### config.mk
export PLATFORM = sky130hd
export DESIGN_NAME = score_arbiter_flat
export DESIGN_NICKNAME = d
export VERILOG_FILES = /design/src/rtl/score_arbiter_pkg.sv /design/src/rtl/score_arbiter_if.sv /design/src/rtl/score_arbiter_rr_picker.sv /design/src/rtl/score_arbiter.sv /design/src/flat_wrapper.sv
export SDC_FILE = /design/constraint.sdc
export NUM_CORES = 1
export LEC_CHECK = 0
export ABC_AREA = 1
export BUFFER_PORTS_ARGS = -buffer_cell sky130_fd_sc_hd__buf_2
export CAP_MARGIN = 20
export CORE_MARGIN = 4
export CORE_UTILIZATION = 50
export DETAILED_ROUTE_END_ITERATION = 10
export GPL_ROUTABILITY_DRIVEN = 0
export GPL_TIMING_DRIVEN = 0
export PLACE_DENSITY = 0.81
export SETUP_SLACK_MARGIN = 0.2
export SLEW_MARGIN = 40
export SYNTH_ARGS = -nofsm -noshare
export SYNTH_HDL_FRONTEND = slang
export SYNTH_SLANG_ARGS = --single-unit
### constraint.sdc
create_clock -name clk -period 4.65 [get_ports clk]
set_input_delay 0.93 -clock clk [delete_from_list [all_inputs] [get_ports clk]]
set_output_delay 0.93 -clock clk [all_outputs]
set_load 0.02 [all_outputs]
### src/rtl/score_arbiter_pkg.sv
// Shared constants and types for the score arbiter and score_counter.
package score_pkg;

  localparam int MAX_SCORE_DEF          = 9999;
  localparam int MAX_SCORE_INCREASE_DEF = 99;
  localparam int PTS_W_DEF              = $clog2(MAX_SCORE_INCREASE_DEF);
  localparam int SCORE_W_DEF            = $clog2(MAX_SCORE_DEF);

  typedef enum logic [1:0] {
    IDLE = 2'd0,
    EMIT = 2'd1,
    GAP  = 2'd2
  } arb_state_t;

endpackage

### src/rtl/score_arbiter_if.sv
// Hit-request / score bus between mole logic, the arbiter and score_counter.
interface score_arbiter_if
  import score_pkg::*;
#(
  parameter int N_MOLES = 8,
  parameter int PTS_W   = PTS_W_DEF,
  parameter int SCORE_W = SCORE_W_DEF,
  parameter int ID_W    = $clog2(N_MOLES)
);
  logic                       game_en;
  logic [N_MOLES-1:0]         hit_req;
  logic [N_MOLES*PTS_W-1:0]   hit_pts;
  logic [SCORE_W-1:0]         score_count;
  logic [PTS_W-1:0]           score_increase;
  logic                       award_valid;
  logic [ID_W-1:0]            award_id;
  logic [N_MOLES-1:0]         hit_drop;
  logic                       busy;

  modport master (
    output game_en, hit_req, hit_pts, score_count,
    input  score_increase, award_valid, award_id, hit_drop, busy
  );

  modport slave (
    input  game_en, hit_req, hit_pts, score_count,
    output score_increase, award_valid, award_id, hit_drop, busy
  );
endinterface

### src/rtl/score_arbiter_rr_picker.sv
// Round-robin picker: lowest pending index at or after the pointer, wrapping.
module rr_picker #(
  parameter int N_MOLES = 8,
  parameter int ID_W    = $clog2(N_MOLES)
) (
  input  logic [N_MOLES-1:0] pending_i,
  input  logic [ID_W-1:0]    rr_i,
  output logic               grant_valid_o,
  output logic [ID_W-1:0]    grant_id_o
);

  int idx;

  // Scan from the farthest offset down so the nearest pending index wins last.
  always_comb begin
    grant_valid_o = 1'b0;
    grant_id_o    = '0;
    idx           = 0;
    for (int k = N_MOLES - 1; k >= 0; k--) begin
      idx = int'(rr_i) + k;
      if (idx >= N_MOLES) idx = idx - N_MOLES;
      if (pending_i[idx]) begin
        grant_valid_o = 1'b1;
        grant_id_o    = ID_W'(idx);
      end
    end
  end

endmodule

### src/rtl/score_arbiter.sv
// Arbitrates per-mole hit awards onto the single score_counter input,
// clamping at MAX_SCORE and separating awards with a zero gap.
//
// state | meaning
// IDLE  | pick next pending hit; emit clamped award or drop if saturated
// EMIT  | award on score_increase this cycle; counter adds it at next edge
// GAP   | score_increase held at zero so equal awards register as changes
module score_arbiter
  import score_pkg::*;
#(
  parameter int N_MOLES            = 8,
  parameter int MAX_SCORE          = MAX_SCORE_DEF,
  parameter int MAX_SCORE_INCREASE = MAX_SCORE_INCREASE_DEF
) (
  input  logic          clk,
  input  logic          rst,
  score_arbiter_if.slave bus
);

  localparam int PTS_W   = $clog2(MAX_SCORE_INCREASE);
  localparam int SCORE_W = $clog2(MAX_SCORE);
  localparam int ID_W    = $clog2(N_MOLES);

  arb_state_t         state_q, state_d;
  logic [N_MOLES-1:0] pending_q, pending_d;
  logic [N_MOLES-1:0] hit_drop_q, hit_drop_d;
  logic [PTS_W-1:0]   pend_pts_q [N_MOLES];
  logic [PTS_W-1:0]   pend_pts_d [N_MOLES];
  logic [ID_W-1:0]    rr_q, rr_d;
  logic [ID_W-1:0]    award_id_q, award_id_d;
  logic [PTS_W-1:0]   score_inc_q, score_inc_d;
  logic               award_valid_q, award_valid_d;
  logic               busy_q;

  logic               grant_valid, grant_fire;
  logic [ID_W-1:0]    grant_id;
  logic [N_MOLES-1:0] grant_oh;
  logic [PTS_W-1:0]   grant_pts, inc;
  logic [SCORE_W-1:0] headroom, pts_ext;

  rr_picker #(
    .N_MOLES (N_MOLES),
    .ID_W    (ID_W)
  ) u_picker (
    .pending_i     (pending_q),
    .rr_i          (rr_q),
    .grant_valid_o (grant_valid),
    .grant_id_o    (grant_id)
  );

  // Clamp is min(pts, MAX_SCORE - score); result never exceeds pts, so it fits PTS_W.
  assign grant_pts = pend_pts_q[grant_id];
  assign headroom  = SCORE_W'(MAX_SCORE) - bus.score_count;
  assign pts_ext   = {{(SCORE_W - PTS_W){1'b0}}, grant_pts};
  assign inc       = (pts_ext <= headroom) ? grant_pts : headroom[PTS_W-1:0];
  assign grant_oh  = grant_fire ? (N_MOLES'(1) << grant_id) : '0;

  always_comb begin
    state_d       = state_q;
    score_inc_d   = '0;
    award_valid_d = 1'b0;
    award_id_d    = award_id_q;
    rr_d          = rr_q;
    grant_fire    = 1'b0;
    unique case (state_q)
      IDLE: begin
        if (bus.game_en && grant_valid) begin
          grant_fire = 1'b1;
          rr_d = (grant_id == ID_W'(N_MOLES - 1)) ? '0 : grant_id + ID_W'(1);
          if (inc != '0) begin
            score_inc_d   = inc;
            award_valid_d = 1'b1;
            award_id_d    = grant_id;
            state_d       = EMIT;
          end
        end
      end
      EMIT:    state_d = GAP;
      GAP:     state_d = IDLE;
      default: state_d = IDLE;
    endcase
  end

  // A request arriving while its mole is being granted replaces the old entry.
  always_comb begin
    pending_d  = pending_q;
    pend_pts_d = pend_pts_q;
    hit_drop_d = '0;
    for (int i = 0; i < N_MOLES; i++) begin
      if (!bus.game_en) begin
        pending_d[i]  = 1'b0;
        hit_drop_d[i] = bus.hit_req[i];
      end else begin
        if (grant_oh[i]) pending_d[i] = 1'b0;
        if (bus.hit_req[i]) begin
          if (!pending_q[i] || grant_oh[i]) begin
            pending_d[i]  = 1'b1;
            pend_pts_d[i] = bus.hit_pts[i*PTS_W +: PTS_W];
          end else begin
            hit_drop_d[i] = 1'b1;
          end
        end
      end
    end
    if (grant_fire && (inc == '0)) hit_drop_d[grant_id] = 1'b1;
  end

  always_ff @(posedge clk) begin
    if (!rst) begin
      state_q       <= IDLE;
      pending_q     <= '0;
      for (int i = 0; i < N_MOLES; i++) pend_pts_q[i] <= '0;
      rr_q          <= '0;
      score_inc_q   <= '0;
      award_valid_q <= 1'b0;
      award_id_q    <= '0;
      hit_drop_q    <= '0;
      busy_q        <= 1'b0;
    end else begin
      state_q       <= state_d;
      pending_q     <= pending_d;
      pend_pts_q    <= pend_pts_d;
      rr_q          <= rr_d;
      score_inc_q   <= score_inc_d;
      award_valid_q <= award_valid_d;
      award_id_q    <= award_id_d;
      hit_drop_q    <= hit_drop_d;
      busy_q        <= (state_d != IDLE);
    end
  end

  assign bus.score_increase = score_inc_q;
  assign bus.award_valid    = award_valid_q;
  assign bus.award_id       = award_id_q;
  assign bus.hit_drop       = hit_drop_q;
  assign bus.busy           = busy_q;

endmodule

### src/flat_wrapper.sv
// flat-port wrapper written by rule: the top's interface ports become plain ports
module score_arbiter_flat import score_pkg::*;
#(
  parameter int N_MOLES            = 8,
  parameter int MAX_SCORE          = MAX_SCORE_DEF,
  parameter int MAX_SCORE_INCREASE = MAX_SCORE_INCREASE_DEF
)
  (clk, rst, bus_game_en, bus_hit_req, bus_hit_pts, bus_score_count, bus_score_increase, bus_award_valid, bus_award_id, bus_hit_drop, bus_busy);
  score_arbiter_if #(.N_MOLES(N_MOLES)) bus_i ();
  input  logic clk;
  input  logic rst;
  input wire logic [$bits(bus_i.game_en)-1:0] bus_game_en;
  input wire logic [$bits(bus_i.hit_req)-1:0] bus_hit_req;
  input wire logic [$bits(bus_i.hit_pts)-1:0] bus_hit_pts;
  input wire logic [$bits(bus_i.score_count)-1:0] bus_score_count;
  output wire logic [$bits(bus_i.score_increase)-1:0] bus_score_increase;
  output wire logic [$bits(bus_i.award_valid)-1:0] bus_award_valid;
  output wire logic [$bits(bus_i.award_id)-1:0] bus_award_id;
  output wire logic [$bits(bus_i.hit_drop)-1:0] bus_hit_drop;
  output wire logic [$bits(bus_i.busy)-1:0] bus_busy;
  assign bus_i.game_en = bus_game_en;
  assign bus_i.hit_req = bus_hit_req;
  assign bus_i.hit_pts = bus_hit_pts;
  assign bus_i.score_count = bus_score_count;
  assign bus_score_increase = bus_i.score_increase;
  assign bus_award_valid = bus_i.award_valid;
  assign bus_award_id = bus_i.award_id;
  assign bus_hit_drop = bus_i.hit_drop;
  assign bus_busy = bus_i.busy;
  score_arbiter #(.N_MOLES(N_MOLES), .MAX_SCORE(MAX_SCORE), .MAX_SCORE_INCREASE(MAX_SCORE_INCREASE)) u_core (.clk(clk), .rst(rst), .bus(bus_i));
endmodule
After elaboration in Yosys (flattened, before gate mapping)

Cells that the tools add are included.
Widths: inputs -> output; s select.

Register bits: 89
Latch bits: 0
Memory bits (writable): 0
ROM bits: 0
Input bits: 81
Output and inout port bits: 20
Word-level logic and storage cells: 205
Memories kept: 0

Add/sub/neg operators: 17
Multipliers: 0
Divide/modulo/power cells: 0
Magnitude comparators: 20
Equality and inequality tests: 2
Shift operators: 1
Muxes and demuxes: 111
Bitwise gates (word level): 2
Reductions and logical operators: 36

Operator list:

| cell                   | number |
|---|---|
| $lt 32x5->1 const B    | 8 |
| $mux 32                | 8 |
| $mux 1                 | 76 |
| $ge 32x5->1 const B    | 1 |
| $sub 32x5->32 const B  | 1 |
| $reduce_and 3->1       | 10 |
| $sub 4x4->5 const B    | 6 |
| $ge 4x4->1 const B     | 7 |
| $mux 3                 | 9 |
| $bmux 1 s3             | 8 |
| $bmux 7 s3             | 1 |
| $mux 7                 | 3 |
| $add 3x3->4 const B    | 4 |
| $mux 8                 | 2 |
| $le 7x14->1            | 1 |
| $sub 14x14->14 const A | 1 |
| $add 3x2->4 const B    | 2 |
| $logic_not 1->1        | 8 |
| $logic_or 1x1->1       | 8 |
| $or 8x8->8             | 1 |
| $shl 1x3->8 const A    | 1 |
| $logic_not 7->1        | 1 |
| $reduce_bool 7->1      | 1 |
| $sub 3x4->5 const B    | 1 |
| other kinds (16)       | 20 |

Longest topological paths before layout

Gate-level depths: netlist of run 1.

Word-level depth: 25
Depth in mapped cells: 42
Depth with buffers taken out: 38

By module

Synthesis of run 1 repeated with hierarchy kept, for this count alone.

Cell total of the unflattened synthesis: 751
Area total of the unflattened synthesis: 5106.1 um^2

By module, submodules not included:

| module        | instances | cells each | area each (um^2) | seq. area each (um^2) |
|---|---|---|---|---|
| score_arbiter | 1         | 629        | 4366.7           | 1781.7 |
| rr_picker     | 1         | 122        | 739.5            | 0.0 |

Worst setup path after synthesis of run 1

Ideal clock, no wire load.

Path type: register to register
From: register u_core.rr_q[0]
To: register u_core.score_inc_q[3] (netlist: u_core.bus.score_increase[3])
Setup time: 109 ps
Arrival time: 4284 ps
Required time: 4541 ps
Slack: 257 ps
Stages on the path, launching flop included: 38
Path buffers: 4
Clock period less this slack: 4393 ps
Path through: dfxtp_1 buf_6 inv_4 buf_8 ha_1 inv_2 nand3_1 nand3_1 nand2_2 a21oi_2 nand2_1 nand2_1 nand2_4 nand2_4 buf_8 buf_6 nand2_1 o21ai_1 [2 not listed] nand2_1 nand2_1 inv_1 ha_1 nand3_1 nor2_1 a2111oi_0 nand2_1 inv_1 nand2_1 nand2_1 nand2_2 nor2_4 nand2_4 nand3_4 inv_2 nand2_1 inv_1

Longest elaborated chain between the ends: 22
Elaborated cells on any way between the ends: 80
Classes of those cells: 15 x add/sub; 9 x order compare; 52 x mux; 1 x bitwise; 3 x reduce/logical

RTL lines:

| item                                         | line                          | RTL |
|---|---|---|
| from (decl)                                  | score_arbiter.sv:29           | `logic [ID_W-1:0] rr_q, rr_d;` |
| from (signal assigned)                       | score_arbiter.sv:123          | `rr_q <= rr_d;` |
| $add 3x3->4                                  | score_arbiter_rr_picker.sv:20 | `idx = int'(rr_i) + k;` |
| $sub 32x5->32 or $ge 32x5->1 (tied branches) | score_arbiter_rr_picker.sv:21 | `if (idx >= N_MOLES) idx = idx - N_MOLES;` |
| $mux 32                                      | score_arbiter_rr_picker.sv:21 |  |
| $bmux 1 s3                                   | score_arbiter_rr_picker.sv:22 | `if (pending_i[idx]) begin` |
| $mux 1 (not written as such) (2 in series)   | score_arbiter_rr_picker.sv:22 |  |
| $mux 3 (8 in series)                         | score_arbiter_rr_picker.sv:22 |  |
| $not 3->4 (not written as such)              | score_arbiter.sv:52           | `assign grant_pts = pend_pts_q[grant_id];` |
| $bmux 7 s3                                   | score_arbiter.sv:52           |  |
| $mux 7 (not written as such) (2 in series)   | score_arbiter.sv:52           |  |
| $le 7x14->1                                  | score_arbiter.sv:55           | `assign inc = (pts_ext <= headroom) ? grant_pts : headroom[PTS_W-1:0];` |
| $mux 7                                       | score_arbiter.sv:55           |  |
| $reduce_bool 7->1                            | score_arbiter.sv:70           | `if (inc != '0) begin` |
| $reduce_and 4->1 (no source line)            | -                             |  |
| to (signal assigned)                         | score_arbiter.sv:124          | `score_inc_q <= score_inc_d;` |
| to (decl)                                    | score_arbiter.sv:31           | `logic [PTS_W-1:0] score_inc_q, score_inc_d;` |

Several ways; a longest one is shown, not always the timed one. The select of a mux whose other input is x is not followed.
A chain may end at the register's enable or synchronous reset.

Worst setup path after layout of run 1

From: register u_core.rr_q[0]
To: register u_core.score_inc_q[4] (netlist: u_core.bus.score_increase[4])

Same word-level chain as after synthesis.

==> results of run 1 <==
## metrics by stage
stage	util [%]	setup TNS, ns	area [um^2]	worst slack, ns	std cells
final	67.6	0	6670	0.194	1036
after detailed placement	58.4	-9.19	5770	-0.546	986
after floorplan	-	0	5100	0.257	754
after global placement	58.4	-9.08	5770	-0.535	986
after global routing	67.6	-0.613	6670	-0.0870	1036
after CTS	63.0	0	6220	0.209	1017
## registers in the layout, summed over array words and instances (netlist names)
name,cells
u_core.pend_pts_q,56
u_core.bus.hit_drop,8
u_core.pending_q,8
u_core.bus.score_increase,7
u_core.bus.award_id,3
u_core.rr_q,3
u_core.state_q,2
u_core.bus.award_valid,1
u_core.bus.busy,1
## per-layer routing
layer  global-route usage [%]  share of wire [%]  routed length, um
met1                     31.4                 39               6380
met2                     42.0                 49               7930
met3                     5.09                8.0               1300
met4                     12.3                3.5                562
met5                        0                  0                  0
## cells in the mapped netlist (all sizes together)
cell / count
dfxtp: 89
inv: 91
xor2: 3
nor3b: 1
nand2: 198
o21ai: 85
clkinv: 1
nor2: 97
xnor2: 3
ha: 16
nand3b: 14
o21bai: 1
a21o: 1
nand4: 10
clkbuf: 8
a211oi: 1
nor3: 5
a2111oi: 1
nand3: 49
nor4: 2
a21oi: 57
buf: 20
o211ai: 1
## critical path, delay by kind of cell, from the launching register on
kind	cells	cell delay (ns)
DFF	1	0.34
AOI/OAI and AO/OA	1	0.32
adders and majority gates	2	0.59
and+or+nand+nor	26	2.26
buffers and inverters	9	0.81
## cell families after synthesis
family,count (synthesis)
AOI/OAI and AO/OA,147
DFF,89
xor gates and xnor gates,6
buffers and inverters,120
and+or+nand+nor,376
adders and majority gates,16
## how the worst min path moves through the flow
stage / start / endpoint / slack (ns) / cells past startpoint
2_1_floorplan: u_core.pend_pts_q[10] / u_core.pend_pts_q[10] / 0.43 / 2
3_3_place_gp: u_core.pend_pts_q[0] / u_core.pend_pts_q[0] / 0.44 / 2
3_5_place_dp: u_core.pend_pts_q[8] / u_core.pend_pts_q[8] / 0.45 / 2
4_1_cts: u_core.pend_pts_q[0] / u_core.pend_pts_q[0] / 0.46 / 2
5_1_grt: u_core.pend_pts_q[55] / u_core.pend_pts_q[55] / 0.49 / 2
6_report: u_core.pend_pts_q[10] / u_core.pend_pts_q[10] / 0.46 / 2
## final cells by class
type | instances | area [um^2] | share of cell area, %
inverters | 92 | 363 | 5.44
well taps | 133 | 166 | 2.50
plain buffers | 28 | 234 | 3.51
clock buffers | 9 | 124 | 1.86
repair buffers | 134 | 830 | 12.4
multi-input cells | 545 | 3070 | 46.1
flip-flops and latches | 89 | 1780 | 26.8
clock inverters | 6 | 92.6 | 1.39
## timing repair
item	CTS	global route
cloned	1	2
pin swaps	12	29
setup endpoints to repair	28	22
gates resized for setup	26	62
setup buffers	15	17
==> results.md, run 1 <==
* R2r setup slk at 0.19 ns
* Fmax at 0.224 GHz
* Core area at 9860 um^2
* Setup crit start: u_core.rr_q[0]
* Worst path max stage delay at 0.34 ns
* Filler cells at 799
* CP endpoint kind: register
* Root Buffer Master: clkbuf_8
* Nets at about 1000
* Io pins at 101
* Critical path class: register to register
* IO buf count at 99
* Post-route minimum period at 4.46 ns
* Initial DRC count at between 600 and 700
* Pins Over Slew Limit at 0
* FF-to-FF Start: u_core.rr_q[0]
* Routed len/inst at ~16 um
* Clock-pin slew on the worst setup and hold paths at roughly 0.090 ns
* Result of the run: finished, final reports clean
* Rows at 36
* Post-synthesis compound-gate area fraction at 15.3%
* Layout cells sized above 1 at 30.3%
* Vias per inst at 5.42
* CTS Hold Buffers Added at 0
* WP data required at 4.94 ns
* Crit share post-route at 95.8%
* Share of the synthesized area in the top cell type at 34.9%
* Xor and xnor fraction of the mapped netlist area at 1.03%
* Drt pass-1 iters at 5
* Average size of a mapped cell at 6.77 um^2
* Commonest non-fill, non-tap cell in the layout: nand2_1
* Die area at approximately 12000 um^2
* Post-DRT Antenna Nets at 0
* Reg-to-reg critical path endpoint: u_core.bus.score_increase[4]
* Synthesized area at 5100 um^2
* CP Launch Type: register
* R2R cell count at 38
* Post-Synthesis Cells at 754
* Worst EP arrival at 4.74 ns
* GRT Residual Overflow at 0
* Largest net degree at the start of global routing at 16
* Slowest-stage cell, CP: dfxtp_2
* Final hold violation count at 0
* Die X at 109 um
* Number of global-route vias before repair at 5080
* Hold Crit Class: register to register
* Tightest Pin Transition at roughly 0.61 ns
* Post-synthesis sequential area ratio at 34.9%
* Cell variety after synth at 40
* Ranking of synthesized cells by area: dfxtp_1 (35%), nand2_1 (13%), nor2_1 (7.0%)
* CTS max path bufs at 2
* Largest family of logic cells by synthesized area: simple AND/OR/NAND/NOR gates
* Num CTS Buffers at 9
* TritonCTS clock tree: built
* HPWL after detailed placement at between 10000 and 15000 um
* Setup violators final at 0
* Mapped Nets at 851
* Post-synthesis mux area share at 0%
* Initial antenna violation count at 0
* Gr usage total at 25.3%
* CP Max Fanout at 8
* Most frequent cells in the layout: nand2_1 (153), buf_2 (104), nor2_1 (95), dfxtp_1 (87), inv_1 (76)
* Syn-to-layout area delta at 30.6%
* Reported max-cap violation count at 0
* Total number of yosys warnings at 0
* Post-synthesis simple-gate area fraction at 34.3%
* Layout Skew at 0.00709 ns
* RSZ-0062 raised after global routing: yes
* Adder-Cell Fraction of Synth Area at 3.92%
* First-pass GRT wire length at 23500 um
* Initial Util at 51.7%
* Die Ht at 109 um
* #FFs+latches synth at between 80 and 90
* Critical Path End: u_core.bus.score_increase[4]
* N_diodes at 0
* Routed WL at 16200 um
* Later-pin clock latency in the skew report at 0.36 ns
* H-tree depth at 3
* Total vias in the final route at 5619
* DRC at 0
* Top cell by count, worst path: nand2_1
* Largest area contributor in the netlist: dfxtp_1
* CTS Sinks at 89
* Worst rel slew slack at 59.3%
* Hold WS at about 0.46 ns
Power of run 1 is not shown: default switching activity piles up to over one toggle a cycle in this logic, so the estimate is an artifact.
==> inputs of run 2 (changes only) <==
MAX_ROUTING_LAYER = met4   (was not set)
PLACE_DENSITY = 0.83   (was 0.81)
==> run 2 against run 1 <==
Net effect:
- die area unchanged
- via count up 1.6%
- wire length up 2.0%
- worst hold slack worse by 0.0017 ns
- fmax down 3.1%
- setup slack worse by 0.14 ns
- utilization down 0.14 points
- sequential cell count unchanged
- cell count down 0.39%
==> results.md, run 2 (synthesis gave the netlist of run 1 again) <==
* Result of the run: finished, final reports clean
* WP data required at 4.93 ns (about the same)
* Routed WL at 16500 um (+2.0%)
* Routed len/inst at 16.0 um (+2.4%)
* Initial DRC count at 627 (+0.97%)
* Vias per inst at 5.53 (+2.0%)
* Gr busiest metal: met2
* IO buf count at 99 (unchanged)
* Initial antenna violation count at 0 (unchanged)
* Most frequent cells in the layout: nand2_1 (156), buf_2 (105), nor2_1 (93), dfxtp_1 (87), inv_1 (76)
* GRT Residual Overflow at 0 (unchanged)
* CP endpoint kind: register
* R2r setup slk at 0.05 ns (-0.14 ns)
* DRC at 0 (unchanged)
* Fmax at 0.217 GHz (-3.1%)
* TritonCTS clock tree: built
* Die X at 109 um (unchanged)
* Slowest-stage cell, CP: dfxtp_2
* Critical path class: register to register
* First-pass GRT wire length at 23200 um (-1.4%)
* CTS max path bufs at 2 (unchanged)
* Post-DRT Antenna Nets at 0 (unchanged)
* Io pins at 101 (unchanged)
* Later-pin clock latency in the skew report at 0.37 ns (about the same)
* Die Ht at 109 um (unchanged)
* Largest net degree at the start of global routing at 16 (unchanged)
* Setup violators final at 0 (unchanged)
* Final hold violation count at 0 (unchanged)
* Post-place setup slack at -0.560 ns (-0.0134 ns)
* Pins Over Slew Limit at 0 (unchanged)
* Die area at 11900 um^2 (unchanged)
* Finished Cell Area at 6650 um^2 (-0.21%)
* H-tree depth at 3 (unchanged)
* Hold Crit Class: register to register
* Syn-to-layout area delta at 30.4%
* Reported max-cap violation count at 0 (unchanged)
* Nets at 992 (-0.40%)
* Met2 track demand over resource at 39.8% (-2.1 points)
* Worst EP arrival at 4.88 ns (+0.14 ns)
* Max FFs per register at 56 (unchanged)
* Commonest non-fill, non-tap cell in the layout: nand2_1
* Crit share post-route at 98.9% (+3.1 points)
* Initial Util at 51.7% (unchanged)
* HPWL after detailed placement at 10900 um (+0.82%)
* Hold WS at 0.462 ns (-0.00166 ns)
* Layout cells sized above 1 at 30.7% (+0.36 points)
* Met3 usage at 4.50% (-0.59 points)
* CTS Sinks at 89 (unchanged)
* CP Max Fanout at 8 (unchanged)
* Worst path max stage delay at 0.35 ns (about the same)
* Placed cells at 986 (unchanged)
* Num CTS Buffers at 9 (unchanged)
* Clock-pin slew on the worst setup and hold paths at 0.10 ns (about the same)
* RSZ-0062 raised after global routing: yes
* GRT met1 Usage at 32.3% (+0.89 points)
* Post-DP Area at 5770 um^2 (unchanged)
* CTS Hold Buffers Added at 0 (unchanged)
* Final Instance Count excl. Fillers at 1032 (-0.39%)
* Total vias in the final route at 5707 (+1.6%)
* Worst rel slew slack at 55.2% (-4.1 points)
* Layout Skew at 0.0141 ns (+0.00703 ns)
* Number of global-route vias before repair at 4807 (-5.4%)
* N_diodes at 0 (unchanged)
* Post-route minimum period at 4.60 ns (+0.142 ns)
* Gr usage total at 25.9% (+0.59 points)
* Top reg by flops: u_core.pend_pts_q
* Core area at 9860 um^2 (unchanged)
* Tightest Pin Transition at 0.669 ns (+0.0607 ns)
* CP Launch Type: register
* Drt pass-1 iters at 5 (unchanged)
* Root Buffer Master: clkbuf_8
* Rows at 36 (unchanged)
* Final worst slack at 0.0520 ns (-0.142 ns)
==> run 2: routing by layer <==
layer  share of wire (%)  wire length [um]
met1                  38              6340
met2                  46              7520
met3                 9.4              1550
met4                 6.6              1100
met5                   0                 0
==> run 2: worst paths after layout <==
kind,endpoint,from,cells past startpoint
worst min register to register,u_core.pend_pts_q[39],u_core.pend_pts_q[39],2
worst max-delay path,u_core.bus.score_increase[6],u_core.rr_q[0],39
worst min-delay path,u_core.pend_pts_q[39],u_core.pend_pts_q[39],2
worst max register to register,u_core.bus.score_increase[6],u_core.rr_q[0],39
==> run 2: worst max-delay path: cells and delay by family (launching register included) <==
| kind | cells | cell delay (ns) |
|---|---|---|
| AOI/OAI and AO/OA | 4 | 0.53 |
| adders and majority gates | 2 | 0.57 |
| buffers and inverters | 12 | 1.04 |
| DFF | 1 | 0.35 |
| and+or+nand+nor | 21 | 1.97 |
==> run 2: final cells by class <==
type	count	area, um^2
timing repair buffer	130	779
sequential	89	1780
clock buffer	9	124
inverter	92	363
buffer	28	231
fill	791	3210
tap	133	166
clock inverter	6	91.3
multi-input combinational	545	3110
==> run 2: metrics by stage <==
stage | setup TNS [ns] | util, %
2_1_floorplan | 0 | -
3_3_place_gp | -7.80 | 58.4
3_5_place_dp | -9.82 | 58.4
4_1_cts | 0 | 63.0
5_1_grt | -3.67 | 67.4
6_report | 0 | 67.4
==> run 2: repair_timing <==
item / 4_1_cts / 5_1_grt
cloned: 1 / 0
buffers inserted: 12 / 18
pin swaps: 12 / 39
setup endpoints to repair: 28 / 21
resized for setup: 32 / 66
Power of run 2 is left out for the same reason.
==> inputs of run 3 (changes only) <==
PLACE_DENSITY = 0.78   (was 0.83)
==> run 3 against run 2 <==
Net effect:
- sequential cell count stayed put
- register-to-register slack better by 0.04 ns
- worst hold slack got worse by 0.0017 ns
- die area is the same
- critical path depth down 1
- clock skew shrank 0.0036 ns
==> results.md, run 3 (synthesis gave the netlist of run 1 again) <==
* H-tree depth at 3 (unchanged)
* Initial DRC count at 541 (-14%)
* Worst path max stage delay at 0.36 ns (about the same)
* CP endpoint kind: register
* Critical path class: register to register
* HPWL after detailed placement at 10900 um (+0.24%)
* Routed len/inst at 15.7 um (-1.6%)
* Die X at 109 um (unchanged)
* Hold Crit Class: register to register
* Top reg by flops: u_core.pend_pts_q
* Pins Over Slew Limit at 0 (unchanged)
* N_diodes at 0 (unchanged)
* Routed WL at 16400 um (-0.79%)
* Fmax at 0.219 GHz (+0.92%)
* Layout cells sized above 1 at 31.0% (+0.28 points)
* Syn-to-layout area delta at 32.9%
* Worst rel slew slack at 52.4% (-2.8 points)
* Num CTS Buffers at 9 (unchanged)
* Core area at 9860 um^2 (unchanged)
* CTS Sinks at 89 (unchanged)
* Clock-pin slew on the worst setup and hold paths at 0.09 ns (about the same)
* Placed cells at 986 (unchanged)
* First-pass GRT wire length at 24200 um (+4.6%)
* CTS max path bufs at 2 (unchanged)
* Nets at 999 (+0.71%)
* Gr usage total at 26.7% (+0.82 points)
* RSZ-0062 raised after global routing: yes
* Die area at 11900 um^2 (unchanged)
* Initial Util at 51.7% (unchanged)
* Die Ht at 109 um (unchanged)
* Commonest non-fill, non-tap cell in the layout: nand2_1
* Later-pin clock latency in the skew report at 0.37 ns (about the same)
* Largest net degree at the start of global routing at 17 (+1)
* Crit share post-route at 98.0% (-0.90 points)
* Root Buffer Master: clkbuf_8
* Layout Skew at 0.0106 ns (-0.00355 ns)
* Filler cells at 800 (+1.1%)
* Setup violators final at 0 (unchanged)
* Cells on Worst Hold Path at 2 (unchanged)
* Final Instance Count excl. Fillers at 1040 (+0.78%)
* Post-route minimum period at 4.56 ns (-0.0420 ns)
* Drt pass-1 iters at 6 (+1)
* Post-DRT Antenna Nets at 0 (unchanged)
* CP Max Fanout at 8 (unchanged)
* IO buf count at 99 (unchanged)
* TritonCTS clock tree: built
* CP Launch Type: register
* Number of global-route vias before repair at 5177 (+7.7%)
* Most frequent cells in the layout: nand2_1 (155), buf_2 (105), nor2_1 (93), dfxtp_1 (87), inv_1 (79)
* Tightest Pin Transition at 0.714 ns (+0.0450 ns)
* Max FFs per register at 56 (unchanged)
* WP data required at 4.95 ns (+0.02 ns)
* Rows at 36 (unchanged)
* R2R cell count at 38 (-2.6%)
* Reported max-cap violation count at 0 (unchanged)
* Top cell by count, worst path: nand2_1
* Final hold violation count at 0 (unchanged)
* GRT Residual Overflow at 0 (unchanged)
* Result of the run: finished, final reports clean
* DRC at 0 (unchanged)
* Vias per inst at 5.37 (-2.9%)
* Initial antenna violation count at 0 (unchanged)
* Io pins at 101 (unchanged)
* Slowest-stage cell, CP: ha_4
* Worst EP arrival at 4.86 ns (-0.02 ns)
* Total vias in the final route at 5584 (-2.2%)
==> run 3: changes by cell type in the layout (fill, tap and decap cells not counted), sizes merged <==
| cell | delta |
|---|---|
| buf | +6 |
| clkbuf | +2 |
==> run 3: final timing paths <==
kind	slack [ns]	end	start
max reg2reg	0.09	u_core.bus.score_increase[0]	u_core.rr_q[0]
max	0.09	u_core.bus.score_increase[0]	u_core.rr_q[0]
min reg2reg	0.46	u_core.pend_pts_q[13]	u_core.pend_pts_q[13]
min	0.46	u_core.pend_pts_q[13]	u_core.pend_pts_q[13]
==> run 3: worst max-delay path, delay by kind of cell (launching register included) <==
family | cells | cell delay, ns
AND/OR/NAND/NOR | 24 | 2.00
flip-flops | 1 | 0.34
buffers and inverters | 10 | 1.00
AO/OA/AOI/OAI | 2 | 0.49
adder cells (fa/ha/maj) | 2 | 0.64
==> run 3: routing by layer <==
metal | track usage (%) | wire length [um] | up-vias
met4 | 10.8 | 760 | 0
li1 | - | - | 2728
met2 | 44.3 | 7840 | 249
met1 | 32.4 | 6650 | 2545
met5 | - | 0 | -
met3 | 4.32 | 1110 | 62
==> run 3: cell type report <==
cell class	instances	area [um^2]	share of cell area, %
flip-flops and latches	89	1780	26.3
clock buffers	10	138	2.03
multi-input cells	545	3090	45.6
plain buffers	28	231	3.41
well taps	133	166	2.45
repair buffers	137	905	13.3
clock inverters	6	97.6	1.44
inverters	92	365	5.39
==> run 3: timing repair <==
action | 4_1_cts | 5_1_grt
endpoints found under the hold margin | 0 | 0
buffers inserted | 16 | 18
setup endpoints to repair | 21 | 26
hold buffers | 0 | 0
cloned | 2 | 2
pin swaps | 23 | 39
resized for setup | 48 | 46
==> run 3: through the flow <==
step | setup TNS [ns] | setup WS (ns) | hold slack [ns] | cell area [um^2] | utilization (%)
2_1_floorplan | 0 | 0.257 | 0.430 | 5100 | -
3_3_place_gp | -7.59 | -0.464 | 0.440 | 5770 | 58.4
3_5_place_dp | -8.30 | -0.509 | 0.447 | 5770 | 58.5
4_1_cts | 0 | 0.202 | 0.460 | 6420 | 65.1
5_1_grt | -2.86 | -0.189 | 0.488 | 6780 | 68.7
6_report | 0 | 0.0940 | 0.461 | 6780 | 68.7
Power of run 3 is left out for the same reason.
